### src/rtl/fetch_pkg.sv
// Shared definitions for the fetch stage and downstream pipeline registers.
//   fetch_state_e : fetch controller states
//   HALT_WORD     : instruction encoding that stops fetch
//   NOP_WORD      : encoding used for flushed pipeline slots
//   ifid_t        : IF/ID payload {instruction, pcPlus4, valid}
package fetch_pkg;

    typedef enum logic [1:0] {
        BOOT,
        FETCH,
        HALTED
    } fetch_state_e;

    localparam logic [31:0] HALT_WORD = 32'hFFFF_FFFF;
    localparam logic [31:0] NOP_WORD  = 32'h0000_0000;

    typedef struct packed {
        logic [31:0] instruction;
        logic [31:0] pcPlus4;
        logic        valid;
    } ifid_t;

endpackage

### src/rtl/ifid_register.sv
// Generic IF/ID-style pipeline register.
//   clk_i   : clock, rising edge
//   rst_ni  : asynchronous active-low reset (clears to a nop bubble)
//   load_i  : capture d_i
//   flush_i : replace instruction with NOP_WORD and clear valid (wins over load_i)
//   d_i     : payload to capture
//   q_o     : registered payload
// With neither load_i nor flush_i asserted the register holds.
module ifid_register
    import fetch_pkg::*;
(
    input  logic  clk_i,
    input  logic  rst_ni,
    input  logic  load_i,
    input  logic  flush_i,
    input  ifid_t d_i,
    output ifid_t q_o
);

    ifid_t q_q;
    ifid_t q_d;

    always_comb begin
        q_d = q_q;
        if (flush_i) begin
            q_d.instruction = NOP_WORD;
            q_d.valid       = 1'b0;
        end else if (load_i) begin
            q_d = d_i;
        end
    end

    always_ff @(posedge clk_i or negedge rst_ni) begin
        if (!rst_ni) begin
            q_q <= '{instruction: NOP_WORD, pcPlus4: '0, valid: 1'b0};
        end else begin
            q_q <= q_d;
        end
    end

    assign q_o = q_q;

endmodule

### src/rtl/instruction_fetch_unit.sv
// Fetch stage: owns the PC, drives InstructionMemory, fills the IF/ID register.
//   clock, resetN       : rising-edge clock, asynchronous active-low reset
//   instructionAddress  : PC presented to InstructionMemory
//   instructionIn       : combinational memory word for instructionAddress
//   stall               : hold PC and IF/ID
//   redirect            : branch/jump from execute; redirectTarget is new PC
//   ifIdInstruction     : registered instruction for decode
//   ifIdPcPlus4         : registered PC+4 of that instruction
//   ifIdValid           : IF/ID holds a real instruction
//   halted              : fetch stopped
//   fetchError          : stop caused by an illegal address
module instruction_fetch_unit #(
    parameter logic [31:0] RESET_PC   = 32'h0000_0000,
    parameter int unsigned IMEM_BYTES = 512,
    parameter logic [31:0] HALT_WORD  = 32'hFFFF_FFFF
) (
    input  logic        clock,
    input  logic        resetN,
    output logic [31:0] instructionAddress,
    input  logic [31:0] instructionIn,
    input  logic        stall,
    input  logic        redirect,
    input  logic [31:0] redirectTarget,
    output logic [31:0] ifIdInstruction,
    output logic [31:0] ifIdPcPlus4,
    output logic        ifIdValid,
    output logic        halted,
    output logic        fetchError
);

    import fetch_pkg::*;

    localparam logic [31:0] LAST_PC = 32'(IMEM_BYTES - 4);

    fetch_state_e state_q, state_d;
    logic [31:0]  pc_q, pc_d;
    logic         halted_q, halted_d;
    logic         err_q, err_d;

    ifid_t ifid_q, ifid_d;
    logic  ifid_load, ifid_flush;

    logic        target_legal;
    logic [31:0] pc_plus4;

    assign target_legal = (redirectTarget[1:0] == 2'b00) && (redirectTarget <= LAST_PC);
    assign pc_plus4     = pc_q + 32'd4;

    always_comb begin
        state_d    = state_q;
        pc_d       = pc_q;
        halted_d   = halted_q;
        err_d      = err_q;
        ifid_load  = 1'b0;
        ifid_flush = 1'b0;
        // Loading this payload only drops valid; instruction and pcPlus4 keep
        // their last values, which is what halting needs.
        ifid_d     = '{instruction: ifid_q.instruction, pcPlus4: ifid_q.pcPlus4, valid: 1'b0};

        unique case (state_q)
            BOOT: begin
                state_d = FETCH;
            end
            FETCH: begin
                if (redirect && !target_legal) begin
                    state_d   = HALTED;
                    halted_d  = 1'b1;
                    err_d     = 1'b1;
                    ifid_load = 1'b1;
                end else if (redirect) begin
                    pc_d       = redirectTarget;
                    ifid_flush = 1'b1;
                end else if (stall) begin
                    // hold everything
                end else if (instructionIn == HALT_WORD) begin
                    state_d   = HALTED;
                    halted_d  = 1'b1;
                    ifid_load = 1'b1;
                end else begin
                    ifid_load = 1'b1;
                    ifid_d    = '{instruction: instructionIn, pcPlus4: pc_plus4, valid: 1'b1};
                    if (pc_q == LAST_PC) begin
                        state_d  = HALTED;
                        halted_d = 1'b1;
                        err_d    = 1'b1;
                    end else begin
                        pc_d = pc_plus4;
                    end
                end
            end
            HALTED: begin
                ifid_load = 1'b1;
            end
            default: begin
                state_d = BOOT;
            end
        endcase
    end

    always_ff @(posedge clock or negedge resetN) begin
        if (!resetN) begin
            state_q  <= BOOT;
            pc_q     <= RESET_PC;
            halted_q <= 1'b0;
            err_q    <= 1'b0;
        end else begin
            state_q  <= state_d;
            pc_q     <= pc_d;
            halted_q <= halted_d;
            err_q    <= err_d;
        end
    end

    ifid_register u_ifid (
        .clk_i   (clock),
        .rst_ni  (resetN),
        .load_i  (ifid_load),
        .flush_i (ifid_flush),
        .d_i     (ifid_d),
        .q_o     (ifid_q)
    );

    assign instructionAddress = pc_q;
    assign ifIdInstruction    = ifid_q.instruction;
    assign ifIdPcPlus4        = ifid_q.pcPlus4;
    assign ifIdValid          = ifid_q.valid;
    assign halted             = halted_q;
    assign fetchError         = err_q;

endmodule

### config.mk
export PLATFORM = sky130hd
export DESIGN_NAME = instruction_fetch_unit
export DESIGN_NICKNAME = d
export VERILOG_FILES = /design/src/rtl/fetch_pkg.sv /design/src/rtl/ifid_register.sv /design/src/rtl/instruction_fetch_unit.sv
export SDC_FILE = /design/constraint.sdc
export NUM_CORES = 1
export LEC_CHECK = 0
export ABC_AREA = 0
export CAP_MARGIN = 25
export CELL_PAD_IN_SITES_DETAIL_PLACEMENT = 1
export CELL_PAD_IN_SITES_GLOBAL_PLACEMENT = 1
export CORE_MARGIN = 2
export CORE_UTILIZATION = 32
export CTS_CLUSTER_SIZE = 16
export DETAILED_ROUTE_END_ITERATION = 16
export PLACE_DENSITY_LB_ADDON = 0.1
export SLEW_MARGIN = 10
export SYNTH_ARGS = -nofsm -noshare
export SYNTH_HDL_FRONTEND = slang
export SYNTH_SLANG_ARGS = --single-unit
### constraint.sdc
create_clock -name clock -period 2.1 [get_ports clock]
set_input_delay 0.42 -clock clock [delete_from_list [all_inputs] [get_ports clock]]
set_output_delay 0.42 -clock clock [all_outputs]
set_load 0.01 [all_outputs]
Word-level counts from Yosys, hierarchy flattened. Index checks and enable logic that the tools add are counted.

Reduce and logical (&&, ||, !) cells: 15. Add/sub/neg operators: 1. Magnitude comparators: 1. Bitwise operators: 6. Equality and inequality tests: 17. Multiplexer cells: 34.

Operators by type and width (number): $mux W65 (6); $mux W32 (5); $add A32 B3 Y32 const B (1); $eq A32 B32 Y1 const B (1); $eq A32 B9 Y1 const B (1); $le A32 B9 Y1 const B (1); $mux W1 (16); $mux W2 (5); $ne A2 B1 Y1 const B (5); $ne A2 B2 Y1 const B (5); $reduce_and A5 Y1 (2); $reduce_and A4 Y1 (2); $reduce_and A7 Y1 (1); $ne A3 B3 Y1 const B (2); $not A1 Y1 (6); $pmux W2 S3 (1); $reduce_and A6 Y1 (1); $reduce_bool A2 Y1 (3); $logic_not A2 Y1 (2); $ne A4 B4 Y1 const B (1); $reduce_bool A3 Y1 (1); $eq A2 B1 Y1 const B (1); $eq A2 B2 Y1 const B (1); $logic_and A1 B1 Y1 (2); other kinds (2) (2).

Flip-flop bits (word level): 101. Input port bits: 68. Logic and storage cells: 81.

Logic depth before layout (Yosys ltp).
Depth in word-level cells: 8. Mapped depth: 9.

Hierarchy. Synthesis repeated with hierarchy kept, for this count alone.

Cell total of the unflattened synthesis: 636. Area total of the unflattened synthesis: 5924.4 um^2.

By module, submodules not included: instruction_fetch_unit (area each 3269.4 um^2, instances 1, sequential area each 900.9 um^2, cells each 460); ifid_register (area each 2655.0 um^2, instances 1, sequential area each 1626.6 um^2, cells each 176).

Worst setup path before layout. OpenSTA, ideal clock, no wires.

Path kind: reg-to-reg. Start: reg pc_q[2], in the netlist instructionAddress[2]. End: reg pc_q[25], in the netlist instructionAddress[25]. Library setup time: 0.126 ns. Path buffers: 2. Arrival: 2.078 ns. Setup slack: -0.104 ns. Cell stages (with the launch flop): 9. Cells stage by stage: dfrtp_1 -> ha_1 -> and3_1 -> buf_2 -> nand3_1 -> or3_1 -> buf_6 -> and4_1 -> a221o_1.

Cells in the longest elaborated chain, start to end: 5. Elaborated cells between the ends (all ways): 8.

RTL lines: start: declaration (line instruction_fetch_unit.sv:36) `logic [31:0] pc_q, pc_d;`; start signal: assignment (line instruction_fetch_unit.sv:108) `pc_q <= pc_d;`; $add A32 B3 Y32 (line instruction_fetch_unit.sv:47) `assign pc_plus4 = pc_q + 32'd4;`; $mux W32 (line instruction_fetch_unit.sv:82) `if (pc_q == LAST_PC) begin`; $mux W32 (line instruction_fetch_unit.sv:75) `end else if (instructionIn == HALT_WORD) begin`; $mux W32 (line instruction_fetch_unit.sv:73) `end else if (stall) begin`; $mux W32 (line instruction_fetch_unit.sv:70) `end else if (redirect) begin`.

Parallel ways exist; a longest one is shown, timed or not. The select of a mux whose other input is x is not followed. A chain may end at the register's enable or synchronous reset.

Final worst setup path.
Start: reg state_q[1]. End: reg u_ifid.q_q, in the netlist u_ifid.q_o[1].

Cells in the longest elaborated chain, start to end: 4. Elaborated cells between the ends (all ways): 6.

RTL lines: start: declaration (line instruction_fetch_unit.sv:35) `fetch_state_e state_q, state_d;`; start signal: assignment (line instruction_fetch_unit.sv:107) `state_q <= state_d;`; $eq A2 B1 Y1 (line instruction_fetch_unit.sv:60) `unique case (state_q)`; $mux W1 (line instruction_fetch_unit.sv:60); $not A1 Y1 (no source line); $reduce_and A7 Y1 (no source line) (*); end signal: assignment (line ifid_register.sv:35) `q_q <= '{instruction: NOP_WORD, pcPlus4: '0, valid: 1'b0};`; end signal: assignment (line ifid_register.sv:37) `q_q <= q_d;`; end: declaration (line ifid_register.sv:20) `ifid_t q_q;`.

Mark *: on every way between the ends. The rest lies on a longest branch, timed or not.

==> run_results.csv <==
group,metric,value,unit
synthesis,ys_ff_latch,101,
cts,clkTransAtPathRegs,0.07,ns
synthesis,synth_top_family_by_area,"simple AND/OR/NAND/NOR gates",
synthesis,synth_edf_count,0,
sta,setup_ws,0.0124,ns
synthesis,syn_avg_cell_area,9.74,sq um
synthesis,yosysUniqueCellTypes,53,
worst_setup_path,path_delay_family,"buffers and inverters",
sta,fin_crit,2.09,ns
placement,dp.cells,1027,
die,die-height,135,microns
worst_setup_path,cp_common_cell,"buf_4",
global_routing,grt_pass1_wl,31800,microns
global_routing,busiest_layer,"met2",
sta,tns,0,ns
synthesis,synth_area,0.00547,sq mm
worst_setup_path,crit_chain,"inv_2, buf_4, buf_4, ha_4, nand2_2, a2111oi_4, buf_4, buf_8, mux2_2",
cells_and_area,diodes,0,
synthesis,synth-simple-area-share,22.1,%
sta,fin_worst_skew,0.00475,ns
sta,final_max_slew_viol_count,0,
route,drt_pass1_iterations,4,
cts,root_buffer,"clkbuf_16",
synthesis,muxShareOfSynthArea,7.67,%
global_routing,grtUsageMet1,27.5,%
worst_setup_path,reg2reg_from,"state_q[1]",
die,fp-row-count,47,
cells_and_area,drive_above_1_share,27.8,%
global_routing,grtUsageMet3,3.79,%
global_routing,grt_overflow,0,
cts,htreeDepth,3,
placement,port_buffers,166,
synthesis,synth_fp_nets,634,
global_routing,use_met2,40.3,%
synthesis,synthArstFlopShare,100,%
placement,place_congestion,0.880,
route,routed_wl,21400,microns
min_path,whs_endpoint,"u_ifid.q_o[62]",
synthesis,ys_seq_area_share,46.2,%
outcome,status,"complete, no violations",
sta,slew-limit-headroom,72.1,%
worst_setup_path,critPathArrivalTime,2.33,ns
sta,whs,0.368,ns
route,antenna_left,0,
die,start_util,32.8,%
synthesis,synth-xor-area-share,3.69,%
route,drt_iter0_drc,203,
synthesis,synth_fa_ha_area_share,1.14,%
worst_setup_path,required,2.34,ns
worst_setup_path,worst-setup-path-type,"reg2reg",
cts,cts_sinks,101,
sta,tightestPinTransition,0.416,ns
cts,numCtsBuffers,9,
power,p_leak,0.00417,uW
min_path,min_delay_path_depth,3,
sta,setup_viol,0,
die,ioPinCount,167,
run,drv_cap,0,
worst_setup_path,reg2reg_depth,9,
die,die-area,0.0181,sq mm
cells_and_area,syn2layout_area_growth,68.8,%
global_routing,grt_usage,22.5,%
worst_setup_path,cp_slowest_cell,"dfrtp_1",
worst_setup_path,cp.buffers_inverters,5,
placement,place_area,0.00817,sq mm
power,vdd_ir_drop_max,0.000598,V
synthesis,synth_warnings,0,
sta,fin_crit_sh,99.4,%
cells_and_area,final_cells,1074,
placement,dp_slack,-0.510,ns
synthesis,synth_top_area_share,46.2,%
cts,cts_tree,"done",
worst_setup_path,critPathLaunchType,"flop",
die,die_x,135,microns
die,core,0.0166,sq mm
route,wire_per_inst,19.9,microns
route,vias_per_cell,5.16,
sta,rsz0062_at_grt,"yes",
worst_setup_path,path_depth,9,
min_path,hp-class,"in2reg",
global_routing,antenna_found_initial,0,
worst_setup_path,crit_fanout,5,
synthesis,synth_area_leader_cell,"dfrtp_1",
synthesis,synth_compound_area_share,11.8,%
global_routing,grt_max_degree,55,
worst_setup_path,critPathMaxStageDelay,0.37,ns
cts,clk_latency,0.36,ns
sta,hold_viol,0,
cts,cts_buffer_depth,2,
synthesis,synth_area_leaders,"dfrtp_1 46%, mux2i_1 6.2%, nand2_1 3.9%",
worst_setup_path,critPathCaptureType,"flop",
synthesis,netlist_instances,561,
min_path,hold_start,"instructionIn[29]",
route,drcViolationCount,0,
cells_and_area,fin_area,0.00923,sq mm
worst_setup_path,rrSetupSlack,0.01,ns
power,powerDensity,1040,mW/mm^2
placement,dpl.hpwl,14900,microns
synthesis,synth_ff_type,"dfrtp_1",
sta,fmax,479,MHz
global_routing,grt_pass1_vias,5963,
cells_and_area,num-nets-final,922,
worst_setup_path,r2r-end,"u_ifid.q_o[1]",
route,vias,5547,
==> state kept, by name, summed over array words and instances (netlist names) <==
register            count
fetchError              1
halted                  1
state_q                 2
instructionAddress     32
u_ifid.q_o             65
==> per-stage QoR <==
stage	total power, uW	util, %
floorplan	4980	-
global placement	7390	49.1
detailed placement	7570	49.1
CTS	9410	52.6
global route	10200	55.4
finish	9620	55.4
==> report_power, final <==
group | switching (uW) | internal [uW]
clock | 768 | 869
sequential | 488 | 2690
combinational | 2100 | 2700
total | 3360 | 6260
==> how the worst max path moves through the flow <==
stage / from / end / slack (ns)
floorplan: instructionAddress[13] / state_q[0] / 0.006
global placement: instructionIn[4] / state_q[0] / -0.41
detailed placement: instructionIn[15] / u_ifid.q_o[42] / -0.51
CTS: instructionAddress[9] / instructionAddress[13] / 0.009
global route: state_q[1] / u_ifid.q_o[44] / -0.08
finish: state_q[1] / u_ifid.q_o[1] / 0.01
==> synthesized netlist by cell type, types with 3 or more instances <==
library cell,n
xor2_1,12
nor3_2,3
buf_2,8
o221ai_1,5
o31ai_1,8
a21o_1,3
a221o_1,6
nand2b_1,4
nor2_1,44
nor4_1,12
nand3_1,17
clkbuf_1,15
xnor2_1,11
and4_1,9
mux2i_1,34
o32ai_1,3
or4_1,10
and2_1,7
a21oi_1,30
or3_1,5
nand4_1,28
and3_1,10
nor4_2,4
buf_4,8
dfrtp_1,101
ha_1,5
nor3_1,7
mux2_2,6
nand2_1,57
a31oi_1,7
buf_6,6
inv_1,44
a211oi_1,3
==> worst min-delay path, stage by stage <==
cell and delay, ns:
dlymetal6s2s_1 0.14, nand2_1 0.07, mux2i_1 0.06
==> timing repair <==
| action | 4_1_cts | 5_1_grt |
|---|---|---|
| endpoints found under the setup margin | 63 | 75 |
| resized for setup | 63 | 63 |
| buffers inserted | 7 | 17 |
| hold buffers | 1 | 0 |
| gates cloned | 4 | 6 |
| endpoints found under the hold margin | 6 | 0 |
| pin swaps | 19 | 23 |
==> metal layers <==
layer	vias up	share of wire [%]
met5	-	0
met4	0	1.6
met3	24	6.6
met2	168	51
met1	2771	41
li1	2584	-
==> area by class of cell <==
| type | instances | area, sq um |
|---|---|---|
| multi-input cells | 377 | 2850 |
| clock inverters | 3 | 20.0 |
| flip-flops and latches | 101 | 2530 |
| inverters | 44 | 165 |
| well taps | 220 | 275 |
| repair buffers | 316 | 3120 |
| clock buffers | 13 | 260 |
| fillers | 1803 | 7420 |
==> cells by family after synthesis <==
group,count (synthesis)
and+or+nand+nor,221
DFF,101
AOI/OAI and AO/OA,87
buffers and inverters,83
muxes,41
xor gates and xnor gates,23
adders and majority gates,5
==> cells in the final DEF (no fill, tap or decap), types with 5 or more instances in the layout <==
cell / netlist / layout
clkdlybuf4s50_1: 0 / 131
buf_4: 8 / 116
dfrtp_1: 101 / 99
nand2_1: 57 / 55
inv_1: 44 / 42
nor2_1: 44 / 39
mux2i_1: 34 / 31
nand4_1: 28 / 28
a21oi_1: 30 / 26
dlygate4sd2_1: 0 / 24
nand3_1: 17 / 15
clkbuf_16: 0 / 14
buf_6: 6 / 14
xor2_1: 12 / 12
xnor2_1: 11 / 11
nor4_2: 4 / 10
dlymetal6s2s_1: 0 / 10
buf_12: 0 / 9
and3_1: 10 / 8
and4_1: 9 / 8
o31ai_1: 8 / 8
a31oi_1: 7 / 7
and2_1: 7 / 6
a221o_1: 6 / 6
nor3_1: 7 / 5
nor2_2: 0 / 5
or4_1: 10 / 5
or4_4: 0 / 5
Power figures use the tool's default switching activity.
